### src/rtl/div_request_ctrl.sv
// div_request_ctrl: RV32M divide front-end.
// Accepts DIV/DIVU/REM/REMU requests and settles divide-by-zero and signed
// overflow locally. Every other request goes to an unsigned, non-resettable
// restoring divider core as operand magnitudes. The core result is
// sign-corrected and returned over a valid/ready response handshake.
// Pipeline flushes abort the request in flight. A flush or reset that lands
// mid-division is drained, so the core is never restarted while busy.
module div_request_ctrl #(
    parameter int WIDTH = 32
) (
    input  logic             clk,
    input  logic             rst_n,
    // request handshake
    input  logic             req_valid_i,
    output logic             req_ready_o,
    input  logic [2:0]       funct3_i,
    input  logic [WIDTH-1:0] rs1_i,
    input  logic [WIDTH-1:0] rs2_i,
    // response handshake
    output logic             resp_valid_o,
    input  logic             resp_ready_i,
    output logic [WIDTH-1:0] resp_data_o,
    // pipeline abort
    input  logic             flush_i,
    // divider core
    output logic             div_start_o,
    output logic [WIDTH-1:0] div_numerator_o,
    output logic [WIDTH-1:0] div_denominator_o,
    input  logic [WIDTH-1:0] div_quotient_i,
    input  logic [WIDTH-1:0] div_remainder_i,
    input  logic             div_done_i
);

    localparam logic [2:0] S_DRAIN = 3'd0;
    localparam logic [2:0] S_IDLE  = 3'd1;
    localparam logic [2:0] S_START = 3'd2;
    localparam logic [2:0] S_WAIT  = 3'd3;
    localparam logic [2:0] S_RESP  = 3'd4;

    localparam logic [WIDTH-1:0] MIN_NEG = {1'b1, {(WIDTH-1){1'b0}}};

    logic [2:0]       state_q, state_d;
    logic             op_rem_q, op_rem_d;
    logic             neg1_q, neg1_d;
    logic             neg2_q, neg2_d;
    logic [WIDTH-1:0] num_q, num_d;
    logic [WIDTH-1:0] den_q, den_d;
    logic [WIDTH-1:0] resp_data_q, resp_data_d;

    logic             rs1_neg;
    logic             rs2_neg;
    logic             div_zero;
    logic             signed_ovf;
    logic [WIDTH-1:0] quo_fixed;
    logic [WIDTH-1:0] rem_fixed;

    // Classify the incoming request and sign-correct the core result.
    always_comb begin
        // The sign flag is the operand MSB for signed ops, 0 for unsigned.
        rs1_neg    = ~funct3_i[0] & rs1_i[WIDTH-1];
        rs2_neg    = ~funct3_i[0] & rs2_i[WIDTH-1];
        div_zero   = (rs2_i == '0);
        signed_ovf = ~funct3_i[0] & (rs1_i == MIN_NEG) & (rs2_i == '1);
        quo_fixed  = (neg1_q ^ neg2_q) ? (~div_quotient_i + 1'b1) : div_quotient_i;
        rem_fixed  = neg1_q ? (~div_remainder_i + 1'b1) : div_remainder_i;
    end

    // Next-state logic for the sequencing FSM and its datapath registers.
    always_comb begin
        // NOTE: every signal gets a default first so that no path leaves one
        // unassigned; an unassigned path would infer a latch.
        state_d     = state_q;
        op_rem_d    = op_rem_q;
        neg1_d      = neg1_q;
        neg2_d      = neg2_q;
        num_d       = num_q;
        den_d       = den_q;
        resp_data_d = resp_data_q;

        case (state_q)
            S_DRAIN: begin
                // The core is not reset, so wait until it reports idle.
                if (div_done_i) state_d = S_IDLE;
            end
            S_IDLE: begin
                if (req_valid_i && !flush_i) begin
                    op_rem_d = funct3_i[1];
                    neg1_d   = rs1_neg;
                    neg2_d   = rs2_neg;
                    num_d    = rs1_neg ? (~rs1_i + 1'b1) : rs1_i;
                    den_d    = rs2_neg ? (~rs2_i + 1'b1) : rs2_i;
                    if (div_zero) begin
                        resp_data_d = funct3_i[1] ? rs1_i : '1;
                        state_d     = S_RESP;
                    end else if (signed_ovf) begin
                        resp_data_d = funct3_i[1] ? '0 : MIN_NEG;
                        state_d     = S_RESP;
                    end else begin
                        state_d = S_START;
                    end
                end
            end
            S_START: begin
                // The core has not started yet, so a flush can return straight to IDLE.
                state_d = flush_i ? S_IDLE : S_WAIT;
            end
            S_WAIT: begin
                if (flush_i) begin
                    state_d = S_DRAIN;
                end else if (div_done_i) begin
                    resp_data_d = op_rem_q ? rem_fixed : quo_fixed;
                    state_d     = S_RESP;
                end
            end
            S_RESP: begin
                if (flush_i || resp_ready_i) state_d = S_IDLE;
            end
            default: state_d = S_DRAIN;
        endcase
    end

    // State and datapath registers. Reset enters DRAIN because the core may be busy.
    always_ff @(posedge clk or negedge rst_n) begin
        if (!rst_n) begin
            state_q     <= S_DRAIN;
            op_rem_q    <= 1'b0;
            neg1_q      <= 1'b0;
            neg2_q      <= 1'b0;
            num_q       <= '0;
            den_q       <= '0;
            resp_data_q <= '0;
        end else begin
            // NOTE: non-blocking assignments give every flop its value from
            // before this edge, so the flops cannot race one another.
            state_q     <= state_d;
            op_rem_q    <= op_rem_d;
            neg1_q      <= neg1_d;
            neg2_q      <= neg2_d;
            num_q       <= num_d;
            den_q       <= den_d;
            resp_data_q <= resp_data_d;
        end
    end

    // Handshake outputs are decoded from the state. A flush suppresses the
    // start pulse and withdraws a pending response in the same cycle.
    always_comb begin
        req_ready_o       = (state_q == S_IDLE) & ~flush_i;
        div_start_o       = (state_q == S_START) & ~flush_i;
        resp_valid_o      = (state_q == S_RESP) & ~flush_i;
        resp_data_o       = resp_data_q;
        div_numerator_o   = num_q;
        div_denominator_o = den_q;
    end

endmodule

### config.mk
export PLATFORM = sky130hd
export DESIGN_NAME = div_request_ctrl
export DESIGN_NICKNAME = d
export VERILOG_FILES = /design/src/rtl/div_request_ctrl.sv
export SDC_FILE = /design/constraint.sdc
export NUM_CORES = 1
export LEC_CHECK = 0
export CORE_AREA = 3 3 161 163
export DETAILED_ROUTE_END_ITERATION = 7
export DIE_AREA = 0 0 164 166
export GPL_ROUTABILITY_DRIVEN = 0
export PLACE_DENSITY_LB_ADDON = 0.1
export SETUP_SLACK_MARGIN = 0.15
export SLEW_MARGIN = 20
export SYNTH_ARGS = -nofsm -noshare
export SYNTH_HDL_FRONTEND = slang
export SYNTH_SLANG_ARGS = --single-unit
### constraint.sdc
create_clock -name clk -period 2.3 [get_ports clk]
set_input_delay 0.575 -clock clk [delete_from_list [all_inputs] [get_ports clk]]
set_output_delay 0.575 -clock clk [all_outputs]
set_load 0.02 [all_outputs]
==> results of run 1 <==
area by class of cell:
class,instances,area (µm²)
flip-flops and latches,102,2550
clock inverters,3,42.5
fillers,2302,11300
clock buffers,13,260
well taps,324,405
repair buffers,495,4470
inverters,31,126
multi-input cells,706,5310
stage by stage:
| step | hold WS, ns | TNS (ns) | instances | cell area, µm² |
|---|---|---|---|---|
| 6_report | 0.188 | -10.73 | 1674 | 13200 |
| 3_3_place_gp | 0.462 | -69.61 | 1626 | 11800 |
| 3_5_place_dp | 0.470 | -70.56 | 1626 | 11800 |
| 2_1_floorplan | 0.279 | -18.64 | 886 | 7500 |
| 5_1_grt | 0.215 | -12.41 | 1674 | 13200 |
| 4_1_cts | 0.202 | -11.82 | 1656 | 12500 |
worst max-delay path: cells and delay by family:
kind	cells	cell delay, ns
AOI/OAI and AO/OA	1	0.21
buffers and inverters	1	0.09
muxes	1	0.31
and+or+nand+nor	4	1.62
flip-flops by register name, summed over array words and instances (netlist names):
name and cells:
neg1_q 1, resp_data_o 32, state_q 3, div_denominator_o 32
op_rem_q 1, neg2_q 1, div_numerator_o 32
power groups by stage:
stage / registers (mW) / clock network [mW] / logic (mW)
after floorplan: 3.93 / 0 / 2.81
after global placement: 3.21 / 0 / 6.72
after detailed placement: 3.21 / 0 / 6.78
after CTS: 3.20 / 1.62 / 7.04
after global routing: 3.31 / 1.71 / 7.92
final: 3.21 / 1.59 / 7.35
final timing paths:
kind,endpoint,depth (start not counted)
worst max-delay path,resp_data_o[7],7
worst min-delay path,div_denominator_o[9],1
worst max register to register,resp_data_o[31],6
worst min register to register,div_denominator_o[8],2
max in group asynchronous,resp_data_o[10],2
min in group clk,div_denominator_o[8],2
metal layers:
layer / wire (µm) / vias up
met4: 589 / 0
met5: 0 / -
li1: - / 4144
met2: 15300 / 249
met3: 1380 / 30
met1: 14200 / 4003
cells in the mapped netlist, types with 2 or more instances:
cell type                  count
sky130_fd_sc_hd__nor3b_1       2
sky130_fd_sc_hd__nand4_1      15
sky130_fd_sc_hd__nor4_1       16
sky130_fd_sc_hd__o31ai_1      25
sky130_fd_sc_hd__ha_1          5
sky130_fd_sc_hd__nor3_1       32
sky130_fd_sc_hd__mux2_2       17
sky130_fd_sc_hd__a21oi_1      37
sky130_fd_sc_hd__dfrtp_1     102
sky130_fd_sc_hd__inv_1        31
sky130_fd_sc_hd__mux2i_1       3
sky130_fd_sc_hd__nor2b_1       2
sky130_fd_sc_hd__nand2b_1      6
sky130_fd_sc_hd__or3_1        14
sky130_fd_sc_hd__or3b_2        2
sky130_fd_sc_hd__a41oi_1       7
sky130_fd_sc_hd__nand2_1      98
sky130_fd_sc_hd__o41ai_1      14
sky130_fd_sc_hd__a211oi_1      3
sky130_fd_sc_hd__nor2_1       73
sky130_fd_sc_hd__o221ai_1      4
sky130_fd_sc_hd__o22ai_1      14
sky130_fd_sc_hd__clkbuf_1     47
sky130_fd_sc_hd__nand3_1      10
sky130_fd_sc_hd__a22o_1        3
sky130_fd_sc_hd__or4_1        14
sky130_fd_sc_hd__nor4_2        2
sky130_fd_sc_hd__o211ai_1      2
sky130_fd_sc_hd__o21ai_0     101
sky130_fd_sc_hd__a31oi_1      15
sky130_fd_sc_hd__mux2_1        2
sky130_fd_sc_hd__a22oi_1      10
sky130_fd_sc_hd__xnor2_1      59
sky130_fd_sc_hd__and3_1        2
sky130_fd_sc_hd__or2_2         9
sky130_fd_sc_hd__o32ai_1       8
sky130_fd_sc_hd__xor2_1       53
cell families (layout without fill, tap and decap cells):
family	count (synthesis)	after routing
AND/OR/NAND/NOR	308	310
adder cells (fa/ha/maj)	5	5
flip-flops	102	102
XOR/XNOR	112	112
buffers and inverters	83	542
AO/OA/AOI/OAI	254	257
multiplexers	22	22
repair_timing:
item                                    CTS  global route
setup buffers                            10            10
endpoints found under the setup margin   87            70
pin swaps                                51            73
resized for setup                       226           134
gates cloned                              4             8
endpoints found under the hold margin     0             0
==> results.py, run 1 <==
metrics = {
    "outcome": {
        "result_of_the_run": "complete, but fails checks",
        "violations": "setup timing",
    },
    "power": {
        "power_per_cell_area_nw_per_um2": 922,
        "max-vdd-ir-drop_v": 0.000427,
        "report.power.total_mw": 12.1,
        "power.switching_fraction_pct": 42.1,
        "p_clk_share_pct": 13.1,
        "power_frac_comb_pct": 60.5,
        "power.sequential.fraction_pct": 26.4,
        "total_switching_power_mw": 5.12,
        "internal-power_mw": 7.03,
        "power_leakage_nw": 5.64,
    },
    "final_layout": {
        "antenna-diode-count": 0,
        "layout.nets": 1487,
        "utilization_pct": 53.8,
        "commonest_cells_after_routing_fill_and_taps_aside": "230 x sky130_fd_sc_hd__buf_4, 177 x sky130_fd_sc_hd__clkdlybuf4s50_1, 101 x sky130_fd_sc_hd__dfrtp_1",
        "final_layout_size_suffix_gt1_share_pct": 33.7,
        "final_common_cell": "sky130_fd_sc_hd__buf_4",
        "area_growth_syn_to_layout_pct": 80.0,
    },
    "detailed_routing": {
        "drtPass1Iterations": 5,
        "vias": 8426,
        "route.final.wire_length_um": 31400,
        "drtAntennaViolNets": 0,
        "viasPerCell": 5.03,
        "wl_per_cell_um": 18.8,
        "drtIter0Drc": 545,
        "post-route-drc-count": 0,
    },
    "synthesis": {
        "synth-seq-cells": 102,
        "synth_top_family_by_area": "compound AO/OA/AOI/OAI gates",
        "synth_simple_gate_area_share_pct": 20.9,
        "mappedNetlistArea_um2": 7320,
        "synth_sequential_area_ratio_pct": 34.9,
        "synth_top_area_cell": "sky130_fd_sc_hd__dfrtp_1",
        "synth_fp_nets": 1028,
        "synth_edf_count": 0,
        "netlist_instances": 886,
        "synth_fa_ha_area_share_pct": 0.855,
        "yosys_top_cell_area_share_pct": 34.9,
        "synth-main-ff-cell": "sky130_fd_sc_hd__dfrtp_1",
        "synth_area_in_xor_xnor_pct": 13.4,
        "synth_compound_gate_area_share_pct": 21.8,
        "synth_area_leaders": "sky130_fd_sc_hd__dfrtp_1 35%, sky130_fd_sc_hd__xnor2_1 7.1%, sky130_fd_sc_hd__o21ai_0 6.9%, sky130_fd_sc_hd__xor2_1 6.3%, sky130_fd_sc_hd__nand2_1 5.0%",
        "muxShareOfSynthArea_pct": 3.34,
        "syn_avg_cell_area_um2": 8.26,
        "ys.warnings.count": 0,
        "async_set_reset_flop_share_out_of_synthesis_pct": 100,
        "synth.distinct_cells": 64,
    },
    "global_routing": {
        "global_route.usage.met1_pct": 29.5,
        "grt_antenna_before_repair": 0,
        "grt.total_usage_pct": 21.8,
        "maximum_number_of_pins_on_one_net_before_global_route_repair": 81,
        "vias_in_the_first_global_route": 8498,
        "grt_util_met2_pct": 36.3,
        "grt_pass1_wl_um": 47200,
        "busiest_layer": "met2",
        "global_route.overflow_total": 0,
        "grt_use_met3_pct": 3.29,
    },
    "cts": {
        "cts_buffers": 9,
        "cts.htree.levels": 3,
        "cts_tree": "built",
        "clock_latency_ns": 0.35,
        "worst_setup_hold_path_clk_slew_ns": 0.07,
        "clk_sink_count": 102,
        "clk_root_buffer_cell": "sky130_fd_sc_hd__clkbuf_16",
        "cts.path.max_buffers": 2,
        "ctsHoldBuffers": 0,
    },
    "critical_path": {
        "endpoint_kind": "flop",
        "cpMaxStageDelayCell": "sky130_fd_sc_hd__or4_4",
        "worst-endpoint-arrival_ns": 2.83,
        "cp-start-kind": "primary input",
        "crit_start": "rs2_i[27]",
        "critPathMostFrequentCell": "sky130_fd_sc_hd__or4_4",
        "critical_path.reg2reg.startpoint": "state_q[0]",
        "slowest_delay_ns": 0.54,
        "regToRegSetupSlack_ns": 0.14,
        "worstPathRequired_ns": 2.53,
        "path_class": "primary input to flop",
        "crit_path_cell_chain": "buf_6 > or4_4 > or4_4 > nor4_4 > or2_4 > o21a_4 > mux2_4",
        "critical_path.max_fanout": 5,
    },
    "floorplan": {
        "die_footprint_um2": 27200,
        "design.core.area_um2": 24500,
        "core.rowCount": 57,
        "start_util_pct": 29.9,
        "die_x_um": 164,
        "boundaryPins": 236,
        "die_h_um": 166,
    },
    "sta": {
        "finalSetupViolations": 46,
        "worst_clock_skew_ns": 0.00754,
        "timing.final.crit_share_pct": 113,
        "worst_slew_pin_slew_ns": 0.517,
        "timing.final.max_slew_violations": 0,
        "clock.fmax_ghz": 0.384,
        "rsz0062_at_grt": "true",
        "min_period_ns": 2.61,
        "report.final.hold_viol_count": 0,
        "slew_headroom_pct": 65.5,
        "fin_ws_ns": -0.307,
    },
    "place": {
        "dpl.hpwl_um": 23800,
        "portBuffers": 234,
        "preCtsSetupSlack_ns": -1.29,
    },
    "job": {
        "max_cap_violations": 0,
    },
    "worst_hold_path": {
        "hold_path_class": "primary input to asynchronous set/reset pin",
    },
}
No activity file was read; power rests on OpenSTA's default activity.
==> run 2, diff against run 1 <==
- CAP_MARGIN: not set -> 5
- clock period: 2.3 -> 2.79 ns (I/O delays scaled with it)
==> results.py, run 2 (synthesized netlist as in run 1, its figures left out) <==
metrics = {
    "sta": {
        "rsz0062_at_grt": "true",
        "report.final.hold_viol_count": 0,
        "min_period_ns": 2.75,
        "clock.fmax_ghz": 0.364,
        "finalSetupViolations": 0,
        "timing.final.crit_share_pct": 98.5,
        "timing.final.max_slew_violations": 0,
        "worst_clock_skew_ns": 0.00793,
        "slew_headroom_pct": 52.5,
        "hold-worst-slack_ns": 0.299,
        "worst_slew_pin_slew_ns": 0.712,
    },
    "place": {
        "portBuffers": 234,
        "dpl-instance-area_um2": 11600,
        "placed_cells": 1605,
        "dpl.hpwl_um": 23800,
    },
    "critical_path": {
        "cp-start-kind": "primary input",
        "critical_path.max_fanout": 5,
        "worstPathRequired_ns": 3.08,
        "path_class": "primary input to flop",
        "endpoint_kind": "flop",
        "worst-endpoint-arrival_ns": 3.04,
    },
    "final_layout": {
        "layout.nets": 1451,
        "final_common_cell": "sky130_fd_sc_hd__buf_4",
        "multi_input_comb_area_um2": 5120,
        "finalNonFillerCells": 1636,
        "commonest_cells_after_routing_fill_and_taps_aside": "211 x sky130_fd_sc_hd__buf_4, 193 x sky130_fd_sc_hd__clkdlybuf4s50_1, 102 x sky130_fd_sc_hd__dfrtp_1",
        "antenna-diode-count": 0,
        "fin_area_um2": 12600,
        "ff_latch_area_um2": 2550,
        "final_layout_size_suffix_gt1_share_pct": 28.7,
        "fill_cells": 2361,
        "area_growth_syn_to_layout_pct": 72.4,
    },
    "floorplan": {
        "die_footprint_um2": 27200,
        "die_h_um": 166,
        "start_util_pct": 29.9,
        "design.core.area_um2": 24500,
        "core.rowCount": 57,
        "boundaryPins": 236,
        "die_x_um": 164,
    },
    "power": {
        "power.sequential.fraction_pct": 27.5,
        "p_clk_share_pct": 12.0,
        "power_per_cell_area_nw_per_um2": 766,
        "power_frac_comb_pct": 60.4,
        "internal-power_mw": 5.55,
        "power.switching_fraction_pct": 42.5,
        "power_leakage_nw": 5.34,
        "max-vdd-ir-drop_v": 0.000391,
        "total_switching_power_mw": 4.10,
    },
    "detailed_routing": {
        "drtPass1Iterations": 5,
        "post-route-drc-count": 0,
        "wl_per_cell_um": 18.5,
        "vias": 8208,
        "drtIter0Drc": 557,
        "route.final.wire_length_um": 30200,
        "viasPerCell": 5.02,
        "drtAntennaViolNets": 0,
    },
    "cts": {
        "cts_tree": "built",
        "cts.htree.levels": 3,
        "cts_buffers": 9,
        "cts.path.max_buffers": 2,
        "clk_root_buffer_cell": "sky130_fd_sc_hd__clkbuf_16",
        "clk_sink_count": 102,
        "worst_setup_hold_path_clk_slew_ns": 0.07,
        "clock_latency_ns": 0.34,
    },
    "outcome": {
        "result_of_the_run": "completed",
    },
    "global_routing": {
        "grt.total_usage_pct": 21.6,
        "vias_in_the_first_global_route": 8223,
        "grt_antenna_before_repair": 1,
        "maximum_number_of_pins_on_one_net_before_global_route_repair": 70,
        "global_route.overflow_total": 0,
        "grt_pass1_wl_um": 46500,
    },
    "worst_hold_path": {
        "hold_path_class": "primary input to asynchronous set/reset pin",
    },
    "job": {
        "max_cap_violations": 0,
    },
}
## run 2: changes by cell type in the layout (fill, tap and decap cells not counted), sizes merged, moves of 3 or more
cell / change
buf: -46
clkdlybuf4s50: +16
clkbuf: -8
dlygate4sd2: +6
clkdlybuf4s15: -3
## run 2: cell type report
type,instances,area share (%)
timing repair buffer,460,33.0
tap,324,3.21
clock buffer,12,1.95
clock inverter,2,0.0794
multi-input combinational,705,40.6
sequential,102,20.2
inverter,31,0.923
## run 2: final timing paths
| check | from | to | slack, ns | cells past startpoint |
|---|---|---|---|---|
| worst max-delay path | rs2_i[28] | resp_data_o[15] | 0.04 | 10 |
| worst min-delay path | rst_n | div_denominator_o[11] | 0.30 | 1 |
| worst max register to register | state_q[0] | resp_data_o[31] | 0.43 | 6 |
| worst min register to register | div_denominator_o[11] | div_denominator_o[11] | 0.48 | 2 |
| max in group asynchronous | rst_n | resp_data_o[19] | 1.85 | 2 |
| min in group clk | div_denominator_o[11] | div_denominator_o[11] | 0.48 | 2 |
## run 2: power by group through the flow
stage / combinational (mW) / clock (mW) / sequential [mW]
6_report: 5.84 / 1.16 / 2.66
5_1_grt: 6.29 / 1.25 / 2.74
4_1_cts: 5.72 / 1.20 / 2.67
3_5_place_dp: 5.45 / 0 / 2.68
3_3_place_gp: 5.38 / 0 / 2.68
2_1_floorplan: 2.31 / 0 / 3.24
## run 2: worst max-delay path, stage by stage
cell and delay [ns]:
sky130_fd_sc_hd__buf_6 0.09, sky130_fd_sc_hd__or4_4 0.55, sky130_fd_sc_hd__or4_4 0.46, sky130_fd_sc_hd__buf_4 0.16, sky130_fd_sc_hd__nor4_4 0.32, sky130_fd_sc_hd__buf_4 0.20, sky130_fd_sc_hd__nand2_8 0.08, sky130_fd_sc_hd__buf_12 0.15
sky130_fd_sc_hd__o211ai_1 0.16, sky130_fd_sc_hd__mux2_4 0.17
## run 2: what timing repair did
action,in CTS,in global routing
pin swaps,30,32
cloned,7,1
setup buffers,6,4
gates resized for setup,152,69
hold buffers,0,0
setup endpoints to repair,64,49
## run 2: per-stage QoR
step                setup WS [ns]  utilization (%)   TNS, ns  power (mW)
floorplan                  -0.171                -     -3.60        5.55
global placement           -0.900             47.3    -39.70        8.06
detailed placement         -0.922             47.3    -40.63        8.13
CTS                      -0.00442             50.3  -0.00817        9.59
global route              -0.0633             51.5   -0.0867        10.3
finish                     0.0411             51.5         0        9.65
## run 2: metal layers
metal  track usage, %  routed length, µm
met3             3.22               1370
met4             4.97                523
met5                0                 11
met2             36.6              14700
met1             29.0              13600
